File: config.mk
export PLATFORM = sky130hd
export DESIGN_NAME = mdu_iter
export DESIGN_NICKNAME = d
export VERILOG_FILES = /design/src/rtl/mdu_pkg.sv /design/src/rtl/mdu_negate.sv /design/src/rtl/mdu_iter.sv
export SDC_FILE = /design/constraint.sdc
export NUM_CORES = 1
export LEC_CHECK = 0
export ABC_AREA = 1
export CORE_MARGIN = 10
export CORE_UTILIZATION = 45
export DETAILED_ROUTE_END_ITERATION = 7
export PLACE_DENSITY = 0.7
export SYNTH_ARGS = -nofsm -noshare
export SYNTH_HDL_FRONTEND = slang
export SYNTH_SLANG_ARGS = --single-unit
export TNS_END_PERCENT = 20
File: constraint.sdc
create_clock -name clk -period 6.7 [get_ports clk]
set_input_delay 1.005 -clock clk [delete_from_list [all_inputs] [get_ports clk]]
set_output_delay 1.005 -clock clk [all_outputs]
set_load 0.02 [all_outputs]
File: src/rtl/mdu_pkg.sv
// Shared encodings and helpers for the iterative multiply/divide unit.
package mdu_pkg;

    typedef enum logic [1:0] {
        OP_MULTU = 2'b00,
        OP_MULT  = 2'b01,
        OP_DIVU  = 2'b10,
        OP_DIV   = 2'b11
    } op_e;

    typedef enum logic [2:0] {
        IDLE = 3'd0,
        CALC = 3'd1,
        FIX  = 3'd2,
        ZDIV = 3'd3,
        DONE = 3'd4
    } state_e;

    function automatic logic is_div(input logic [1:0] op);
        return op[1];
    endfunction

    function automatic logic is_signed(input logic [1:0] op);
        return op[0];
    endfunction

endpackage

File: src/rtl/mdu_negate.sv
// Conditional two's-complement negate, purely combinational.
module mdu_negate #(
    parameter int W = 32
) (
    input  logic         en_i,
    input  logic [W-1:0] a_i,
    output logic [W-1:0] y_o
);

    assign y_o = en_i ? (~a_i + W'(1)) : a_i;

endmodule

File: src/rtl/mdu_iter.sv
// Iterative radix-2 multiply/divide unit sharing one shift/add datapath.
import mdu_pkg::*;

module mdu_iter #(
    parameter int WIDTH = 32,
    parameter int CNT_W = $clog2(WIDTH)
) (
    input  logic               clk,
    input  logic               resetn,
    input  logic               start_i,
    input  logic [1:0]         op_i,
    input  logic [WIDTH-1:0]   opdata1_i,
    input  logic [WIDTH-1:0]   opdata2_i,
    input  logic               annul_i,
    output logic               busy_o,
    output logic               ready_o,
    output logic               div_by_zero_o,
    output logic [2*WIDTH-1:0] result_o
);

    localparam int W2 = 2 * WIDTH;

    state_e           state_q, state_d;
    logic [CNT_W-1:0] cnt_q, cnt_d;
    logic [W2-1:0]    acc_q, acc_d;
    logic [W2-1:0]    res_q, res_d;
    logic [WIDTH-1:0] opb_q, opb_d;
    logic             div_q, div_d;
    logic             nsgn_q, nsgn_d;
    logic             rsgn_q, rsgn_d;
    logic             dbz_q, dbz_d;

    logic             s1, s2, accept, zdiv;
    logic [WIDTH-1:0] mag1, mag2;

    assign s1     = is_signed(op_i) & opdata1_i[WIDTH-1];
    assign s2     = is_signed(op_i) & opdata2_i[WIDTH-1];
    assign accept = start_i & ~annul_i
                  & ((state_q == IDLE) | (state_q == DONE));
    assign zdiv   = is_div(op_i) & (opdata2_i == '0);

    mdu_negate #(.W(WIDTH)) u_mag1 (.en_i(s1), .a_i(opdata1_i), .y_o(mag1));
    mdu_negate #(.W(WIDTH)) u_mag2 (.en_i(s2), .a_i(opdata2_i), .y_o(mag2));

    // Multiply: hi accumulates, lo holds the multiplier shifting out.
    logic [WIDTH:0] msum;
    logic [W2-1:0]  mul_nxt;

    assign msum    = {1'b0, acc_q[W2-1:WIDTH]}
                   + {1'b0, (acc_q[0] ? opb_q : '0)};
    assign mul_nxt = {msum, acc_q[WIDTH-1:1]};

    // Divide: hi is the partial remainder, lo shifts dividend out / quotient in.
    logic [WIDTH:0]   dshift;
    logic [WIDTH+1:0] dtrial;
    logic             qbit;
    logic [WIDTH-1:0] drem;
    logic [W2-1:0]    div_nxt;
    logic             unused_ok;

    assign dshift    = {acc_q[W2-1:WIDTH], acc_q[WIDTH-1]};
    assign dtrial    = {1'b0, dshift} - {2'b00, opb_q};
    assign qbit      = ~dtrial[WIDTH+1];
    assign drem      = qbit ? dtrial[WIDTH-1:0] : dshift[WIDTH-1:0];
    assign div_nxt   = {drem, acc_q[WIDTH-2:0], qbit};
    assign unused_ok = dtrial[WIDTH];

    logic [W2-1:0]    prod;
    logic [WIDTH-1:0] quo, rem;
    logic [W2-1:0]    fix_res;

    mdu_negate #(.W(W2)) u_prod (
        .en_i(nsgn_q), .a_i(acc_q), .y_o(prod)
    );
    mdu_negate #(.W(WIDTH)) u_quo (
        .en_i(nsgn_q), .a_i(acc_q[WIDTH-1:0]), .y_o(quo)
    );
    mdu_negate #(.W(WIDTH)) u_rem (
        .en_i(rsgn_q), .a_i(acc_q[W2-1:WIDTH]), .y_o(rem)
    );

    assign fix_res = div_q ? {rem, quo} : prod;

    always_comb begin
        state_d = state_q;
        cnt_d   = cnt_q;
        acc_d   = acc_q;
        res_d   = res_q;
        opb_d   = opb_q;
        div_d   = div_q;
        nsgn_d  = nsgn_q;
        rsgn_d  = rsgn_q;
        dbz_d   = 1'b0;
        unique case (state_q)
            IDLE, DONE: begin
                state_d = IDLE;
                if (accept) begin
                    div_d  = is_div(op_i);
                    cnt_d  = '0;
                    nsgn_d = s1 ^ s2;
                    rsgn_d = s1;
                    opb_d  = mag2;
                    if (zdiv) begin
                        state_d = ZDIV;
                        acc_d   = {opdata1_i, {WIDTH{1'b1}}};
                    end else begin
                        state_d = CALC;
                        acc_d   = {{WIDTH{1'b0}}, mag1};
                    end
                end
            end
            CALC: begin
                if (annul_i) begin
                    state_d = IDLE;
                end else begin
                    acc_d = div_q ? div_nxt : mul_nxt;
                    cnt_d = cnt_q + CNT_W'(1);
                    if (cnt_q == CNT_W'(WIDTH - 1)) state_d = FIX;
                end
            end
            FIX: begin
                if (annul_i) begin
                    state_d = IDLE;
                end else begin
                    res_d   = fix_res;
                    state_d = DONE;
                end
            end
            ZDIV: begin
                if (annul_i) begin
                    state_d = IDLE;
                end else begin
                    res_d   = acc_q;
                    dbz_d   = 1'b1;
                    state_d = DONE;
                end
            end
            default: state_d = IDLE;
        endcase
    end

    always_ff @(posedge clk or negedge resetn) begin
        if (!resetn) begin
            state_q <= IDLE;
            cnt_q   <= '0;
            acc_q   <= '0;
            res_q   <= '0;
            opb_q   <= '0;
            div_q   <= 1'b0;
            nsgn_q  <= 1'b0;
            rsgn_q  <= 1'b0;
            dbz_q   <= 1'b0;
        end else begin
            state_q <= state_d;
            cnt_q   <= cnt_d;
            acc_q   <= acc_d;
            res_q   <= res_d;
            opb_q   <= opb_d;
            div_q   <= div_d;
            nsgn_q  <= nsgn_d;
            rsgn_q  <= rsgn_d;
            dbz_q   <= dbz_d;
        end
    end

    assign busy_o        = (state_q == CALC) | (state_q == FIX)
                         | (state_q == ZDIV);
    assign ready_o       = (state_q == DONE);
    assign div_by_zero_o = dbz_q;
    assign result_o      = res_q;

endmodule
---- After elaboration in Yosys (flattened, before gate mapping) ----
Index checks and enable logic that the tools add are counted.
operators by class
  $add $sub $neg .......................... 8
  multiply operators ...................... 0
  div/mod/pow operators ................... 0
  order comparisons ....................... 0
  equality and inequality tests ........... 10
  shift-type cells ........................ 0
  mux-type cells .......................... 27
  bitwise logic cells ..................... 16
  reductions and logical operators ........ 9
operator list
  kind                   count
  $mux 64                8
  $pmux 64 s2            2
  $mux 32                6
  $add 32x1->32 const B  4
  $not 32->32            4
  $add 64x1->64 const B  1
  $not 64->64            1
  $sub 33x32->34         1
  $add 32x32->33         1
  $logic_not 32->1       1
  $mux 5                 2
  $pmux 5 s2             1
  $mux 3                 3
  $pmux 3 s3             1
  $ne 2x2->1 const B     4
  $eq 3x2->1 const B     2
  $reduce_and 3->1       2
  $add 5x1->5 const B    1
  $and 1x1->1            5
  $eq 5x5->1 const B     1
  $mux 2                 2
  $reduce_bool 2->1      2
  $reduce_or 2->1        2
  $eq 3x1->1 const B     1
  other kinds (8)        12
storage, ports and cells
  register bits after elaboration ......... 172
  bits in latches ......................... 0
  bits in writable memories ............... 0
  memory bits (read-only) ................. 0
  input bits .............................. 70
  output and inout bits ................... 67
  logic and storage cells ................. 79
  memories kept ........................... 0

---- Depth between registers and ports, before layout ----
Gate-level depths: netlist of run 1.
  depth after elaboration ................. 6
  gate-level depth with buffers ........... 21
  depth with buffers taken out ............ 19

---- Modules after synthesis ----
A second synthesis of run 1 with hierarchy kept.
second synthesis, totals
  cell total of the unflattened synthesis .. 3760
  area, all modules ....................... 21455.6 um^2
by module, submodules not included
  module                   instances  cells an instance  area an instance (um^2)  sequential area each (um^2)
  mdu_iter                 1          2354               14555.2                  4304.1
  mdu_negate (u_mag1 ...)  4          227                1108.6                   0.0
  mdu_negate (u_prod)      1          498                2466.1                   0.0

---- Worst setup path after synthesis of run 1 ----
Ideal clock, no wire load.
  path kind ............................... input to register
  start point ............................. input opdata2_i[0]
  end point ............................... register acc_q[56]
  library setup time ...................... 0.073 ns
  arrival time ............................ 2.509 ns
  required time ........................... 6.627 ns
  path slack .............................. 4.118 ns
  cell stages on the path ................. 14
  path buffers ............................ 2
  cell sequence ........................... inv_1 > ha_1 > nand2_2 > nor2_4 > nand2_2 > nor3_4 > nand3_2 > nor2_4 > nand4_2 > inv_2 > buf_6 > buf_12 > a21oi_2 > a21oi_2
on the way
  longest elaborated chain between the ends .. 5
RTL lines
  item                    RTL line         RTL
  start: declaration      mdu_iter.sv:13   input logic [WIDTH-1:0] opdata2_i,
  $logic_not 32->1        mdu_iter.sv:40   assign zdiv = is_div(op_i) & (opdata2_i == '0);
  $and 1x1->1             mdu_iter.sv:40
  $mux 64                 mdu_iter.sv:103  if (zdiv) begin
  $mux 64                 mdu_iter.sv:97   if (accept) begin
  $pmux 64 s2             mdu_iter.sv:94   unique case (state_q)
  end signal: assignment  mdu_iter.sv:146  acc_q <= '0;
  end signal: assignment  mdu_iter.sv:156  acc_q <= acc_d;
  end: declaration        mdu_iter.sv:25   logic [W2-1:0] acc_q, acc_d;
Every way passes these cells. The select of a mux whose other input is x is not followed.
A chain may end at the register's enable or synchronous reset.

---- Worst setup path in the final report of run 1 ----
  start point ............................. register state_q[1]
  end point ............................... register acc_q[63]
on the way
  longest elaborated chain between the ends .. 5
  elaborated cells on any way between the ends .. 11
  those cells by class .................... eq/ne (4); mux (1); bitwise (2); reduce/logical (4)
RTL lines
  item                                           RTL line                        RTL
  start: declaration                             mdu_iter.sv:23                  state_e state_q, state_d;
  start signal: assignment                       mdu_iter.sv:154                 state_q <= state_d;
  $eq 3x3->1 or $logic_not 3->1 (tied branches)  mdu_iter.sv:39, mdu_iter.sv:94
  $or 1x1->1                                     mdu_iter.sv:39                  & ((state_q == IDLE) | (state_q == DONE));
  $and 1x1->1                                    mdu_iter.sv:39
  $ne 2x2->1 (no line)                           -
  $reduce_and 3->1 (no line)                     -
Several ways; a longest one is shown, not always the timed one.

==> flow_summary.json, run 1 <==
{
  "gr-usage-all-layers_pct": 30.3,
  "max_freq_mhz": 249,
  "drive_above_1_share_pct": 4.49,
  "setup_tns_ns": 0,
  "cts_tree": "yes",
  "slew_headroom_pct": 26.3,
  "cts_htree_levels": 4,
  "r2r_slack_ns": 2.68,
  "drt_iter0_drc": 2019,
  "synthToLayoutAreaGrowth_pct": 13.5,
  "wirelength_um": 70600,
  "final-setup-viol-count": 0,
  "critPathLaunchType": "register",
  "yosys_warnings": 0,
  "crit_type": "register to register",
  "fin_crit_sh_pct": 60.0,
  "drc_errors": 0,
  "syn_area_um2": 16800,
  "pre_cts_ws_ns": 2.61,
  "synth.area.top_cells": "dfrtp_1, nand2_1, inv_1",
  "placementRows": 70,
  "dp_cells": 3310,
  "fin_area_um2": 19100,
  "vias_per_cell": 5.69,
  "worst_r2r_endpoint": "acc_q[63]",
  "critPathLaunch": "state_q[1]",
  "fin_nets": 3003,
  "comb_power_share_pct": 62.7,
  "placed_area_um2": 18500,
  "grt_pass1_vias": 17600,
  "synth_edf_count": 0,
  "p_seq_share_pct": 24.8,
  "endpoint": "acc_q[63]",
  "cts.sinks": 172,
  "p_clk_share_pct": 12.5,
  "yosysMostFrequentCell": "nand2_1",
  "clk_pin_slew_ns": 0.08,
  "cts_setup_buffers": 0,
  "hold_viol": 0,
  "clock_latency_ns": 0.48,
  "synth.distinct_cells": 53,
  "reg2regPathDepth": 11,
  "synth_top_area_share_pct": 25.6,
  "fillerInstances": 3925,
  "async_flop_share_pct": 100,
  "core_um2": 36800,
  "ir_drop_uv": 233,
  "internal_power_mw": 3.70,
  "grt_pass1_wl_um": 105000,
  "avgRoutedWirePerCell_um": 21.1,
  "slew_viol_final": 0,
  "vias": 19000,
  "synth_ff_type": "dfrtp_1",
  "cts_buffers": 17,
  "status": "complete, no violations",
  "port_buffers": 136,
  "p_leak_nw": 9.63,
  "gp_congestion": 1.04,
  "dr.pass1.iters": 7,
  "hold_buffers": 0,
  "end_kind": "register",
  "die_area_um2": 45500,
  "power.density_nw_per_um2": 435,
  "yosysSeqAreaShare_pct": 25.6,
  "finalWorstSetupSlack_ns": 2.68,
  "die_height_um": 213,
  "syn-num-nets": 2917,
  "synthCells": 2775,
  "period_minus_slack_ns": 4.02,
  "antenna_found_initial": 0,
  "sw_frac_of_total_pct": 55.4,
  "die_width_um": 213,
  "cts.path.max_buffers": 2,
  "grt-ovfl-total": 0,
  "instances_no_fill": 3343,
  "yosys.area.top_type": "dfrtp_1",
  "r2r-start": "state_q[1]",
  "grt_max_degree": 101,
  "p_sw_mw": 4.60,
  "rsz0062_at_grt": "no",
  "drv_cap": 0,
  "ys_ff_latch": 172,
  "dp_hpwl_um": 57400,
  "hold_path.class": "register to register",
  "crit_fanout": 62,
  "tightest_slew_ns": 1.10,
  "cp.required_ns": 7.07,
  "floorplan.initialDensity_pct": 45.7,
  "cts_root_buf": "clkbuf_16",
  "postCtsResizedCells": 0,
  "avgSynthCellArea_um2": 6.06,
  "ant_nets": 0,
  "synth.cells.most_frequent": "nand2_1, inv_1, nor2_1, nand3_1, o21ai_0",
  "worstPathArrival_ns": 4.39,
  "io_pins": 137,
  "finClkSkew_ns": 0.0148
}
-- placed cells by master (no fill, tap or decap), types with 14 or more instances in the layout --
| master | instances |
|---|---|
| clkbuf_16 | 17 |
| o211ai_1 | 19 |
| nor2_1 | 287 |
| inv_1 | 384 |
| nand3_1 | 222 |
| nor3_1 | 26 |
| o21ai_0 | 188 |
| a21oi_1 | 146 |
| nand2_1 | 840 |
| xnor2_1 | 19 |
| nand4_1 | 57 |
| ha_1 | 70 |
| inv_2 | 16 |
| a21oi_2 | 21 |
| buf_4 | 17 |
| dfrtp_1 | 171 |
| o21bai_1 | 14 |
| xor2_1 | 73 |
| a31oi_1 | 17 |
| o21ai_1 | 17 |
| clkdlybuf4s50_1 | 135 |
-- state kept, by name, summed over array words and instances, names as in the netlist --
name	cells
result_o	64
state_q	3
opb_q	32
acc_q	64
div_q	1
div_by_zero_o	1
rsgn_q	1
cnt_q	5
nsgn_q	1
-- power by group through the flow --
stage	sequential, mW	combinational, mW	clock [mW]
2_1_floorplan	2.00	3.19	0
3_3_place_gp	2.02	5.08	0
3_5_place_dp	2.04	5.09	0
4_1_cts	2.02	5.11	1.04
5_1_grt	2.09	5.74	1.08
6_report	2.06	5.21	1.03
-- logic make-up after synthesis --
logic type               Yosys count  synth area share [%]
buffers and inverters            488                  11.3
flip-flops                       172                  25.6
AND/OR/NAND/NOR                 1500                  37.8
XOR/XNOR                          92                  4.79
adder cells (fa/ha/maj)           72                  5.44
AO/OA/AOI/OAI                    451                  15.1
-- critical path, cell delays in order, from the launching register on --
cell     delay (ns)
dfrtp_1        0.42
nor3_4         0.18
buf_4          0.62
inv_2          0.51
nor2_4         0.34
nor2_4         0.04
buf_4          0.30
inv_2          0.61
buf_4          0.49
o21ai_0        0.19
inv_1          0.10
a21oi_1        0.06
-- how the worst min path moves through the flow --
stage          slack [ns]            to  depth (start not counted)         start
4_1_cts              0.48  result_o[40]                          2  result_o[40]
2_1_floorplan        0.47      cnt_q[0]                          1      cnt_q[0]
3_5_place_dp         0.47  result_o[40]                          2  result_o[40]
3_3_place_gp         0.46  result_o[42]                          2  result_o[42]
5_1_grt              0.50  result_o[26]                          2  result_o[26]
6_report             0.48  result_o[40]                          2  result_o[40]
-- per-layer routing --
metal	vias up	GRT usage (%)	wire length, um
met3	133	6.07	6960
met1	8817	40.9	30000
li1	9100	-	-
met4	0	12.0	2620
met5	-	0	0
met2	955	46.8	31000
-- area by class of cell --
type / count / area [um2] / share of cell area, %
diodes: 1 / 2.50 / 0.0131
clock buffers: 20 / 457 / 2.39
clock inverters: 12 / 119 / 0.622
inverters: 402 / 1510 / 7.91
multi-input cells: 2115 / 10600 / 55.7
flip-flops and latches: 172 / 4310 / 22.5
well taps: 468 / 586 / 3.07
repair buffers: 153 / 1490 / 7.80
-- metrics by stage --
stage,power (mW),utilization [%],hold slack (ns)
6_report,8.30,51.9,0.480
5_1_grt,8.90,51.9,0.500
4_1_cts,8.17,51.9,0.484
3_5_place_dp,7.12,50.3,0.465
3_3_place_gp,7.10,50.3,0.463
2_1_floorplan,5.18,-,0.471
No activity file was read; power rests on OpenSTA's default activity.
==> run 2, diff against run 1 <==
PLACE_DENSITY = 0.73   (was 0.7)
clock period = 3.49 ns   (was 6.7 ns; I/O delays follow)
==> run 2 against run 1 <==
Clock skew about the same; global-route usage fell by 1.3 points; first-iteration DRC count increased by 1.4%; critical endpoint is now acc_q[51]; critical path depth is 5 higher.
==> flow_summary.json, run 2 (synthesis gave the netlist of run 1 again) <==
{
  "die_area_um2": 45500,
  "cts_setup_buffers": 0,
  "ir_drop_uv": 440,
  "fin_nets": 3051,
  "grt_pass1_vias": 17900,
  "cts.path.max_buffers": 2,
  "cp_slowest_cell": "dfrtp_1",
  "tightest_slew_ns": 0.769,
  "floorplan.initialDensity_pct": 45.7,
  "port_buffers": 136,
  "drive_above_1_share_pct": 5.99,
  "synthToLayoutAreaGrowth_pct": 15.8,
  "grt_pass1_wl_um": 102000,
  "dp_hpwl_um": 55100,
  "avgRoutedWirePerCell_um": 20.0,
  "crit_type": "register to register",
  "hold_buffers": 0,
  "dr.pass1.iters": 7,
  "crit_chain": "buf_4 > nand2_1 > inv_1 > ha_1 > nand2_1 > nor2_1 > inv_1 > nor3_1 > nand4_1 > nand3_1 > nand2_1 > nand3_1 > nand2_1 > inv_1 > nand2_1 > a21oi_2",
  "grt-ovfl-total": 0,
  "cts_buffers": 17,
  "rsz0062_at_grt": "no",
  "finClkSkew_ns": 0.0143,
  "cp.required_ns": 3.89,
  "drt_iter0_drc": 2047,
  "io_pins": 137,
  "postCtsResizedCells": 0,
  "drv_cap": 0,
  "period_minus_slack_ns": 3.10,
  "grt_max_degree": 74,
  "cts_htree_levels": 4,
  "pre_cts_ws_ns": 0.355,
  "cts_tree": "yes",
  "drc_errors": 0,
  "clk_pin_slew_ns": 0.08,
  "die_height_um": 213,
  "status": "complete, no violations",
  "cts_root_buf": "clkbuf_16",
  "final-setup-viol-count": 0,
  "hold_viol": 0,
  "wirelength_um": 67900,
  "clock_latency_ns": 0.47,
  "setup_tns_ns": 0,
  "vias_per_cell": 5.67,
  "end_kind": "register",
  "fin_crit_sh_pct": 88.8,
  "fillerInstances": 3840,
  "power.density_nw_per_um2": 825,
  "slew_headroom_pct": 48.8,
  "core_um2": 36800,
  "final_cell_mix": "nand2_1, inv_1, nor2_1",
  "max_freq_mhz": 323,
  "worstPathArrival_ns": 3.50,
  "p_leak_nw": 9.88,
  "ant_nets": 0,
  "vias": 19200,
  "cpMostUsedCell": "nand2_1",
  "hold_path.class": "input pin to async pin",
  "gp_congestion": 1.07,
  "antenna_found_initial": 0,
  "gr-usage-all-layers_pct": 29.0,
  "whs_ns": 0.0718,
  "cts.sinks": 172,
  "placementRows": 70,
  "crit_fanout": 13,
  "finalWorstSetupSlack_ns": 0.390,
  "critPathLaunchType": "register",
  "layout_commonest_cell": "nand2_1",
  "slowest_delay_ns": 0.57,
  "reg2regPathDepth": 16,
  "slew_viol_final": 0,
  "die_width_um": 213
}
## run 2: metrics by stage
stage | total power [mW] | utilization (%) | std cells | instance area [um2]
detailed placement | 13.8 | 51.4 | 3358 | 18900
global route | 17.2 | 52.9 | 3389 | 19500
floorplan | 9.95 | - | 2775 | 16800
CTS | 15.8 | 52.9 | 3389 | 19500
global placement | 13.7 | 51.4 | 3358 | 18900
finish | 16.1 | 53.0 | 3390 | 19500
## run 2: metal layers
layer	up-vias	part of all wire, %	global-route usage (%)
met5	-	0	0
met4	0	4.6	13.8
met3	169	11	7.01
met2	1088	43	43.9
met1	8781	41	38.3
li1	9197	-	-
## run 2: power breakdown
part / internal (mW) / switching, mW / total (mW)
logic: 3.61 / 6.92 / 10.5
clock network: 0.951 / 0.996 / 1.95
registers: 2.75 / 0.846 / 3.60
total: 7.31 / 8.76 / 16.1
## run 2: final timing paths
kind / from / endpoint / slack [ns]
setup reg to reg: acc_q[0] / acc_q[51] / 0.39
hold / removal: resetn / result_o[5] / 0.07
setup / recovery: acc_q[0] / acc_q[51] / 0.39
min in group clk: result_o[47] / result_o[47] / 0.48
max in group asynchronous: resetn / acc_q[52] / 2.44
hold reg to reg: result_o[47] / result_o[47] / 0.48
## run 2: final cells by class
type                       count  area (um2)  area share, %
sequential                   172        4310           22.1
timing repair buffer         201        1880           9.63
tap                          468         586           3.01
multi-input combinational   2115       10600           54.5
inverter                     402        1510           7.75
antenna                        1        2.50         0.0128
clock buffer                  17         425           2.18
clock inverter                14         153          0.784
## run 2: critical path: cells and delay by family, from the launching register on
kind,cells,cell delay [ns]
compound gates,1,0.11
simple gates,10,1.52
fa+ha+maj,1,0.34
buf+inv,4,0.49
flops,1,0.57
